### config.mk
export PLATFORM = sky130hd
export DESIGN_NAME = mem_port_arbiter
export DESIGN_NICKNAME = d
export VERILOG_FILES = /design/src/rtl/mem_port_arbiter_pkg.sv /design/src/rtl/mem_port_arbiter_timeout_cnt.sv /design/src/rtl/mem_port_arbiter.sv
export SDC_FILE = /design/constraint.sdc
export NUM_CORES = 1
export LEC_CHECK = 0
export BUFFER_PORTS_ARGS = -buffer_cell sky130_fd_sc_hd__buf_2
export CAP_MARGIN = 25
export CORE_MARGIN = 2
export CORE_UTILIZATION = 45
export CTS_BUF_LIST = sky130_fd_sc_hd__clkbuf_16
export CTS_CLUSTER_DIAMETER = 120
export DETAILED_ROUTE_END_ITERATION = 6
export PLACE_DENSITY = 0.82
export SLEW_MARGIN = 20
export SYNTH_ARGS = -nofsm -noshare
export SYNTH_HDL_FRONTEND = slang
export SYNTH_SLANG_ARGS = --single-unit
### constraint.sdc
create_clock -name clk_i -period 2.4 [get_ports clk_i]
set_input_delay 0.12 -clock clk_i [delete_from_list [all_inputs] [get_ports clk_i]]
set_output_delay 0.12 -clock clk_i [all_outputs]
set_load 0.05 [all_outputs]
### src/rtl/mem_port_arbiter_pkg.sv
// Shared types and defaults for the memory port arbiter and its helpers.
// Holds the FSM state encoding, grant identifiers and default widths/constants.
package mem_port_arbiter_pkg;

    localparam int DEF_ADDR_WIDTH = 32;
    localparam int DEF_DATA_WIDTH = 32;
    localparam logic [31:0] DEF_NOP_INST = 32'h0000_0013;

    typedef enum logic [1:0] {
        ARB_IDLE  = 2'd0,
        ARB_FETCH = 2'd1,
        ARB_DATA  = 2'd2
    } arb_state_t;

    typedef enum logic {
        GRANT_FETCH = 1'b0,
        GRANT_DATA  = 1'b1
    } grant_t;

endpackage

### src/rtl/mem_port_arbiter_timeout_cnt.sv
// Loadable down-counter with clear and enable; expired is high while the count is zero.
// Generic enough to serve as the core of a timer peripheral as well.
module arb_timeout_cnt #(
    parameter int WIDTH = 8
) (
    input  logic             clk,
    input  logic             rst_n,
    input  logic             clear,
    input  logic             load,
    input  logic [WIDTH-1:0] load_value,
    input  logic             enable,
    output logic             expired
);

    logic [WIDTH-1:0] count;

    // Clear beats load, load beats counting; the count saturates at zero.
    always_ff @(posedge clk or negedge rst_n) begin
        if (!rst_n) begin
            count <= '0;
        end else if (clear) begin
            count <= '0;
        end else if (load) begin
            count <= load_value;
        end else if (enable && (count != '0)) begin
            count <= count - 1'b1;
        end
    end

    assign expired = (count == '0);

endmodule

### src/rtl/mem_port_arbiter.sv
// Shares one RAM port between instruction fetch and the mem-stage data path,
// running one req/ack transaction at a time with alternating priority and a timeout.
module mem_port_arbiter
    import mem_port_arbiter_pkg::*;
#(
    parameter int                    ADDR_WIDTH  = DEF_ADDR_WIDTH,
    parameter int                    DATA_WIDTH  = DEF_DATA_WIDTH,
    parameter int                    TIMEOUT_CYC = 64,
    parameter logic [DATA_WIDTH-1:0] NOP_INST    = DATA_WIDTH'(DEF_NOP_INST)
) (
    input  logic                  clk_i,
    input  logic                  rst_i,
    input  logic                  if_ce_i,
    input  logic [ADDR_WIDTH-1:0] if_addr_i,
    output logic [DATA_WIDTH-1:0] if_inst_o,
    output logic                  if_valid_o,
    input  logic                  d_req_i,
    input  logic                  d_we_i,
    input  logic [ADDR_WIDTH-1:0] d_addr_i,
    input  logic [DATA_WIDTH-1:0] d_wdata_i,
    output logic [DATA_WIDTH-1:0] d_rdata_o,
    output logic                  d_done_o,
    output logic                  stallreq_o,
    output logic                  err_o,
    output logic                  ram_req_o,
    output logic                  ram_we_o,
    output logic [ADDR_WIDTH-1:0] ram_addr_o,
    output logic [DATA_WIDTH-1:0] ram_wdata_o,
    input  logic [DATA_WIDTH-1:0] ram_rdata_i,
    input  logic                  ram_ack_i
);

    localparam int CNT_W = (TIMEOUT_CYC > 2) ? $clog2(TIMEOUT_CYC) : 1;
    localparam logic [CNT_W-1:0] CNT_LOAD = CNT_W'(TIMEOUT_CYC - 1);

    arb_state_t state;
    arb_state_t next_state;
    grant_t     last_grant;

    logic fetch_pend;
    logic data_pend;
    logic grant_fetch;
    logic grant_data;
    logic finish;
    logic timed_out;
    logic in_flight;
    logic flushed;
    logic requester_live;
    logic cnt_expired;

    // A requester whose completion pulse is showing this cycle is not asking again yet.
    assign fetch_pend = if_ce_i & ~if_valid_o;
    assign data_pend  = d_req_i & ~d_done_o;
    assign in_flight  = (state == ARB_FETCH) || (state == ARB_DATA);

    assign requester_live = ~flushed & ((state == ARB_FETCH) ? if_ce_i : d_req_i);

    assign stallreq_o = (d_req_i & ~d_done_o) | (if_ce_i & ~if_valid_o);

    always_ff @(posedge clk_i or negedge rst_i) begin
        if (!rst_i) begin
            state <= ARB_IDLE;
        end else begin
            state <= next_state;
        end
    end

    // Data wins a tie unless it won the previous grant, so neither side can starve.
    always_comb begin
        next_state  = state;
        grant_fetch = 1'b0;
        grant_data  = 1'b0;
        finish      = 1'b0;
        timed_out   = 1'b0;
        case (state)
            ARB_IDLE: begin
                if (fetch_pend && data_pend) begin
                    if (last_grant == GRANT_DATA) begin
                        grant_fetch = 1'b1;
                    end else begin
                        grant_data = 1'b1;
                    end
                end else if (data_pend) begin
                    grant_data = 1'b1;
                end else if (fetch_pend) begin
                    grant_fetch = 1'b1;
                end
                if (grant_fetch) begin
                    next_state = ARB_FETCH;
                end else if (grant_data) begin
                    next_state = ARB_DATA;
                end
            end
            ARB_FETCH, ARB_DATA: begin
                if (ram_ack_i) begin
                    finish     = 1'b1;
                    next_state = ARB_IDLE;
                end else if (cnt_expired) begin
                    timed_out  = 1'b1;
                    next_state = ARB_IDLE;
                end
            end
            default: next_state = ARB_IDLE;
        endcase
    end

    arb_timeout_cnt #(
        .WIDTH(CNT_W)
    ) u_timeout_cnt (
        .clk       (clk_i),
        .rst_n     (rst_i),
        .clear     (finish | timed_out),
        .load      (grant_fetch | grant_data),
        .load_value(CNT_LOAD),
        .enable    (in_flight),
        .expired   (cnt_expired)
    );

    // RAM-side outputs are registered and held for the whole transaction; a flushed
    // requester still lets the RAM finish but its result is dropped.
    always_ff @(posedge clk_i or negedge rst_i) begin
        if (!rst_i) begin
            ram_req_o   <= 1'b0;
            ram_we_o    <= 1'b0;
            ram_addr_o  <= '0;
            ram_wdata_o <= '0;
            if_inst_o   <= '0;
            if_valid_o  <= 1'b0;
            d_rdata_o   <= '0;
            d_done_o    <= 1'b0;
            err_o       <= 1'b0;
            last_grant  <= GRANT_FETCH;
            flushed     <= 1'b0;
        end else begin
            if_valid_o <= 1'b0;
            d_done_o   <= 1'b0;
            err_o      <= 1'b0;
            if (grant_fetch) begin
                ram_req_o   <= 1'b1;
                ram_we_o    <= 1'b0;
                ram_addr_o  <= if_addr_i;
                ram_wdata_o <= '0;
                last_grant  <= GRANT_FETCH;
                flushed     <= 1'b0;
            end else if (grant_data) begin
                ram_req_o   <= 1'b1;
                ram_we_o    <= d_we_i;
                ram_addr_o  <= d_addr_i;
                ram_wdata_o <= d_wdata_i;
                last_grant  <= GRANT_DATA;
                flushed     <= 1'b0;
            end else if (finish || timed_out) begin
                ram_req_o <= 1'b0;
                ram_we_o  <= 1'b0;
                err_o     <= timed_out;
                if (requester_live) begin
                    if (state == ARB_FETCH) begin
                        if_valid_o <= 1'b1;
                        if_inst_o  <= timed_out ? NOP_INST : ram_rdata_i;
                    end else begin
                        d_done_o  <= 1'b1;
                        d_rdata_o <= timed_out ? '0 : ram_rdata_i;
                    end
                end
            end else if (in_flight && !requester_live) begin
                flushed <= 1'b1;
            end
        end
    end

endmodule

After elaboration in Yosys (flattened, before gate mapping)
Cells that the tools add are included.

Flip-flop bits (word level): 143. Bits of input ports: 134. Output and inout port bits: 134. Word-level logic and storage cells: 104.

Add/sub/neg operators: 1. Equal/unequal tests: 5. Mux-type cells: 55. Bitwise logic cells: 12. Reductions and logical operators: 18.

Operators with widths (number): $mux 32 (6); $mux 1 (41); $mux 6 (3); $reduce_and 5->1 (2); $ne 3x3->1 const B (3); $reduce_bool 3->1 (3); $mux 2 (4); $logic_not 6->1 (1); $not 1->1 (6); $reduce_bool 6->1 (1); $sub 6x1->6 const B (1); $pmux 2 s2 (1); $reduce_and 2->1 (2); $and 1x1->1 (3); $logic_and 1x1->1 (3); $or 1x1->1 (3); $eq 2x1->1 const B (1); $eq 2x2->1 const B (1); $logic_not 2->1 (1); $logic_or 1x1->1 (2); $reduce_bool 2->1 (1); $reduce_or 2->1 (1); $logic_not 1->1 (1).

Depth between registers and ports, before layout
Depth after elaboration: 10. Gate-level depth with buffers: 8. Depth with buffers taken out: 6.

Hierarchy
Synthesis repeated with hierarchy kept, for this count alone.

Cells, all modules: 489. Area, all modules: 6103.4 um^2.

By module, submodules not included: mem_port_arbiter (instances 1, cells an instance 436, area each 5640.4 um^2, sequential area each 3428.3 um^2); arb_timeout_cnt (instances 1, cells an instance 53, area each 462.9 um^2, sequential area each 150.1 um^2).

Least setup slack after synthesis
No wires, ideal clock.

Path type: register to register. From: register state[0]. To: register d_rdata_o[10]. Library setup time: 125 ps. Data arrival time: 2128 ps. Required time: 2275 ps. Slack: 147 ps. Cell stages (with the launch flop): 9. Path buffers: 2. Clock period less this slack: 2253 ps. Path through: dfrtp_1 inv_1 ha_1 and4bb_2 a22oi_2 or4_4 buf_6 buf_12 mux2_4.

Word-level cells in the longest chain between the ends: 5. Elaborated cells between the ends (all ways): 16. Classes of those cells: eq/ne: 2; mux: 6; bitwise: 4; reduce/logical: 4.

RTL lines: start: declaration (line mem_port_arbiter.sv:36) `arb_state_t state;`; start signal: assignment (line mem_port_arbiter.sv:64) `state <= next_state;`; $eq 2x2->1 or $eq 2x1->1 (tied branches) (line mem_port_arbiter.sv:75, mem_port_arbiter.sv:56, mem_port_arbiter.sv:157); $reduce_or 2->1 (line mem_port_arbiter.sv:75) `case (state)`; $mux 1 (line mem_port_arbiter.sv:75); $logic_or 1x1->1 (line mem_port_arbiter.sv:152) `end else if (finish || timed_out) begin`; $reduce_and 5->1 (no source line); end signal: assignment (line mem_port_arbiter.sv:162) `d_rdata_o <= timed_out ? '0 : ram_rdata_i;`; end: declaration (line mem_port_arbiter.sv:21) `output logic [DATA_WIDTH-1:0] d_rdata_o,`.

Parallel ways exist; a longest one is shown, timed or not. A chain may end at the register's enable or synchronous reset.

Final worst setup path
From: register state[1]. To: register if_inst_o[28].

Word-level cells in the longest chain between the ends: 5. Elaborated cells between the ends (all ways): 15. Classes of those cells: eq/ne: 2; mux: 6; bitwise: 3; reduce/logical: 4.

RTL lines: $eq 2x2->1 or $eq 2x1->1 (tied branches) (line mem_port_arbiter.sv:75, mem_port_arbiter.sv:56, mem_port_arbiter.sv:157); $reduce_or 2->1 (line mem_port_arbiter.sv:75); $mux 1 (line mem_port_arbiter.sv:75); $logic_or 1x1->1 (line mem_port_arbiter.sv:152); $reduce_and 5->1 (no source line); end signal: assignment (line mem_port_arbiter.sv:159) `if_inst_o <= timed_out ? NOP_INST : ram_rdata_i;`; end: declaration (line mem_port_arbiter.sv:15) `output logic [DATA_WIDTH-1:0] if_inst_o,`.

Parallel ways exist; a longest one is shown, timed or not.

==> run metrics <==
status=complete, no violations; Startpoint Class=register; Peak Freq=roughly 0.44 GHz; Initial Util=between 40% and 50%; share of cells above drive strength 1=48.02%; core box area=13240 um2; quantity of gates resized following cts=0; pre-CTS setup slack=approximately 150 ps; clk_skew=between 8 and 9 ps; remaining antenna violation count=0; RSZ-0062 raised after global routing=no; DR vias/cell=4.984; final setup vio count=0; Final Max Tran Viols=0; synth warn=0; nets@finish=between 900 and 1000; full die area=14480 um2; Ant. Diodes=0; TritonCTS clock tree=yes; Fin Setup TNS=0 ps; first-pass GRT wire length=between 20000 and 30000 um; P per Cell Area=1512 nW/um2; CTS Buf Count=17; Residual DRC=0; Syn Area/Cell=~13 um2; synth unique cells=36; Buf/Inv on CP=3; crit-path max cell delay=around 370 ps; GPL Wtd Cong=~0.79; I/O Buffers=approximately 270; Hold Vio Cnt, Final=0; DR iter-0 viols=200; CP Data Arrival Time=2540 ps; clock sinks=~140; routed wire length per instance=about 17 um; initial antenna violation count=1; maximum number of pins on one net before global-route repair=92; fin crit share=between 90 and 100%; WL final=roughly 16000 um; sequential fraction of the synthesis area=between 50% and 60%; largest buffer count on any clock path=2; Power Total=12980 uW; top_reg_cell synth=dfrtp_1; CTS Hold Bufs=42; Setup crit end kind=register; Leakage=~0.0045 uW; worst slew pin tran=approximately 560 ps; CP cell instances=inv_1 > ha_1 > and4bb_2 > a22oi_2 > buf_4 > nor4_4 > buf_12 > mux2_2; P&R area growth vs syn=40.89%; Die W=around 120 um; Clock Latency Late Sink=410 ps; FF+latch count, synth=about 140; family with the most delay on the worst path=simple AND/OR/NAND/NOR gates; H-tree depth=4; Root Driver=clkbuf_16; GRT Resource Usage Total=between 20% and 30%; Syn Inst Count=about 460; relative slew slack=62.25%; Via Count=around 4800; dpl cells=around 890; CP max FO=33; worst setup margin=about 140 ps; Syn Nets=about 600; number of max-cap violations=0; Final Instance Count excl. Fillers=around 960; Crit-path slowest cell=mux2_2; Die Y=around 120 um; number of global-route vias before repair=slightly above 5000; Crit Path Category=register to register; dpl hpwl=about 11000 um; clk slew on worst S/H paths=~60 ps; Peak VDD IR=roughly 0.88 mV; Post-synth EDFFs=0; Tmin final=between 2000 and 2500 ps; Setup Buffers After CTS=0; I/O Pins=approximately 270; Worst Path Required=2690 ps; DRT Pass-1 Iters=5; synthesized cell area=6092 um2; total gr overflow=0; placement row count=42; hold crit path type=input pin to register; Post-synth ARST share=100.0%
==> metal layers <==
metal,track usage [%],vias to the layer above,part of all wire [%]
met4,8.721,2,2.2
met1,24.51,2323,38
li1,-,2227,-
met5,0,-,0.044
met2,40.73,195,54
met3,5.755,33,5.6
==> layout make-up <==
cell class                      instances  area [um2]
Multi-Input combinational cell        280        2322
Clock buffer                           17       425.4
Fill cell                            1015        4659
Clock inverter                         14       78.83
Inverter                                8       30.03
Timing Repair Buffer                  321        1928
Tap cell                              176       220.2
Sequential cell                       143        3578
==> cells in the mapped netlist (all sizes together), types with 2 or more instances <==
cell type / n / area [um2]
mux2: 62 / 807.0
buf: 10 / 101.4
a32o: 2 / 20.02
a21oi: 7 / 35.03
nand2b: 3 / 18.77
mux2i: 35 / 350.3
and2b: 6 / 45.04
xor2: 2 / 17.52
dfrtp: 143 / 3578
ha: 3 / 37.54
clkbuf: 20 / 75.07
a22o: 34 / 297.8
o21ai: 34 / 170.2
inv: 8 / 30.03
nor2b: 28 / 175.2
xnor2: 2 / 17.52
nand2: 41 / 153.9
nor2: 7 / 26.28
==> sequential cells by signal, summed over array words and instances, names as in the netlist <==
signal	cells
if_valid_o	1
ram_addr_o	32
d_done_o	1
err_o	1
flushed	1
if_inst_o	32
ram_we_o	1
ram_req_o	1
ram_wdata_o	32
state	2
u_timeout_cnt.count	6
last_grant	1
d_rdata_o	32
==> kinds of logic (layout without fill, tap and decap cells) <==
logic type / Yosys count / after routing / share of synthesized area (%)
AO/OA/AOI/OAI: 84 / 84 / 9.591
XOR/XNOR: 4 / 4 / 0.5752
adder cells (fa/ha/maj): 3 / 3 / 0.6162
buffers and inverters: 38 / 360 / 3.389
flip-flops: 143 / 143 / 58.74
multiplexers: 97 / 97 / 19.00
AND/OR/NAND/NOR: 92 / 92 / 8.092
==> where the power goes <==
group / total (uW) / internal [uW] / switching (uW)
Combinational: 6720 / 1940 / 4780
Clock: 2250 / 1290 / 958
Sequential: 4010 / 3420 / 596
Total: 13000 / 6640 / 6340
==> final timing paths <==
| kind | from | endpoint | slack (ps) | cells past startpoint |
|---|---|---|---|---|
| min reg2reg | ram_addr_o[12] | ram_addr_o[12] | 480 | 2 |
| min in group asynchronous | rst_i | ram_addr_o[19] | 260 | 2 |
| min | ram_rdata_i[0] | if_inst_o[0] | 10 | 3 |
| max | state[1] | if_inst_o[28] | 140 | 8 |
| max in group asynchronous | rst_i | ram_wdata_o[5] | 1400 | 3 |
| max reg2reg | state[1] | if_inst_o[28] | 140 | 8 |
==> worst reg2reg max path, stage by stage, from the launching register on <==
cell	delay (ps)
dfrtp_1	350
inv_1	70
ha_1	280
and4bb_2	290
a22oi_2	80
buf_4	170
nor4_4	270
buf_12	260
mux2_2	380
==> layout by cell type, fill, tap and decap left out, types with 2 or more instances in the layout <==
cell	n
ha_1	3
inv_1	9
nor2_1	7
buf_4	6
o21ai_0	33
and2b_1	6
a22o_1	34
a21oi_1	6
buf_12	6
dlygate4sd3_1	42
mux2_2	33
clkinvlp_4	4
clkbuf_16	17
nand2b_1	3
mux2_4	29
a32o_1	2
xnor2_1	2
dfrtp_1	143
mux2i_1	35
clkinv_1	3
nand2_1	41
clkinv_2	5
buf_2	266
xor2_1	2
nor2b_1	28
==> through the flow <==
step	utilization (%)	hold WS, ps	instance area [um2]
after floorplan	-	-175.6	6092
after global placement	57.83	126.4	7659
after detailed placement	57.83	138.5	7659
after CTS	64.81	0.1305	8583
after global routing	64.81	3.381	8583
final	64.81	11.00	8583
(Power assumes the default switching activity.)
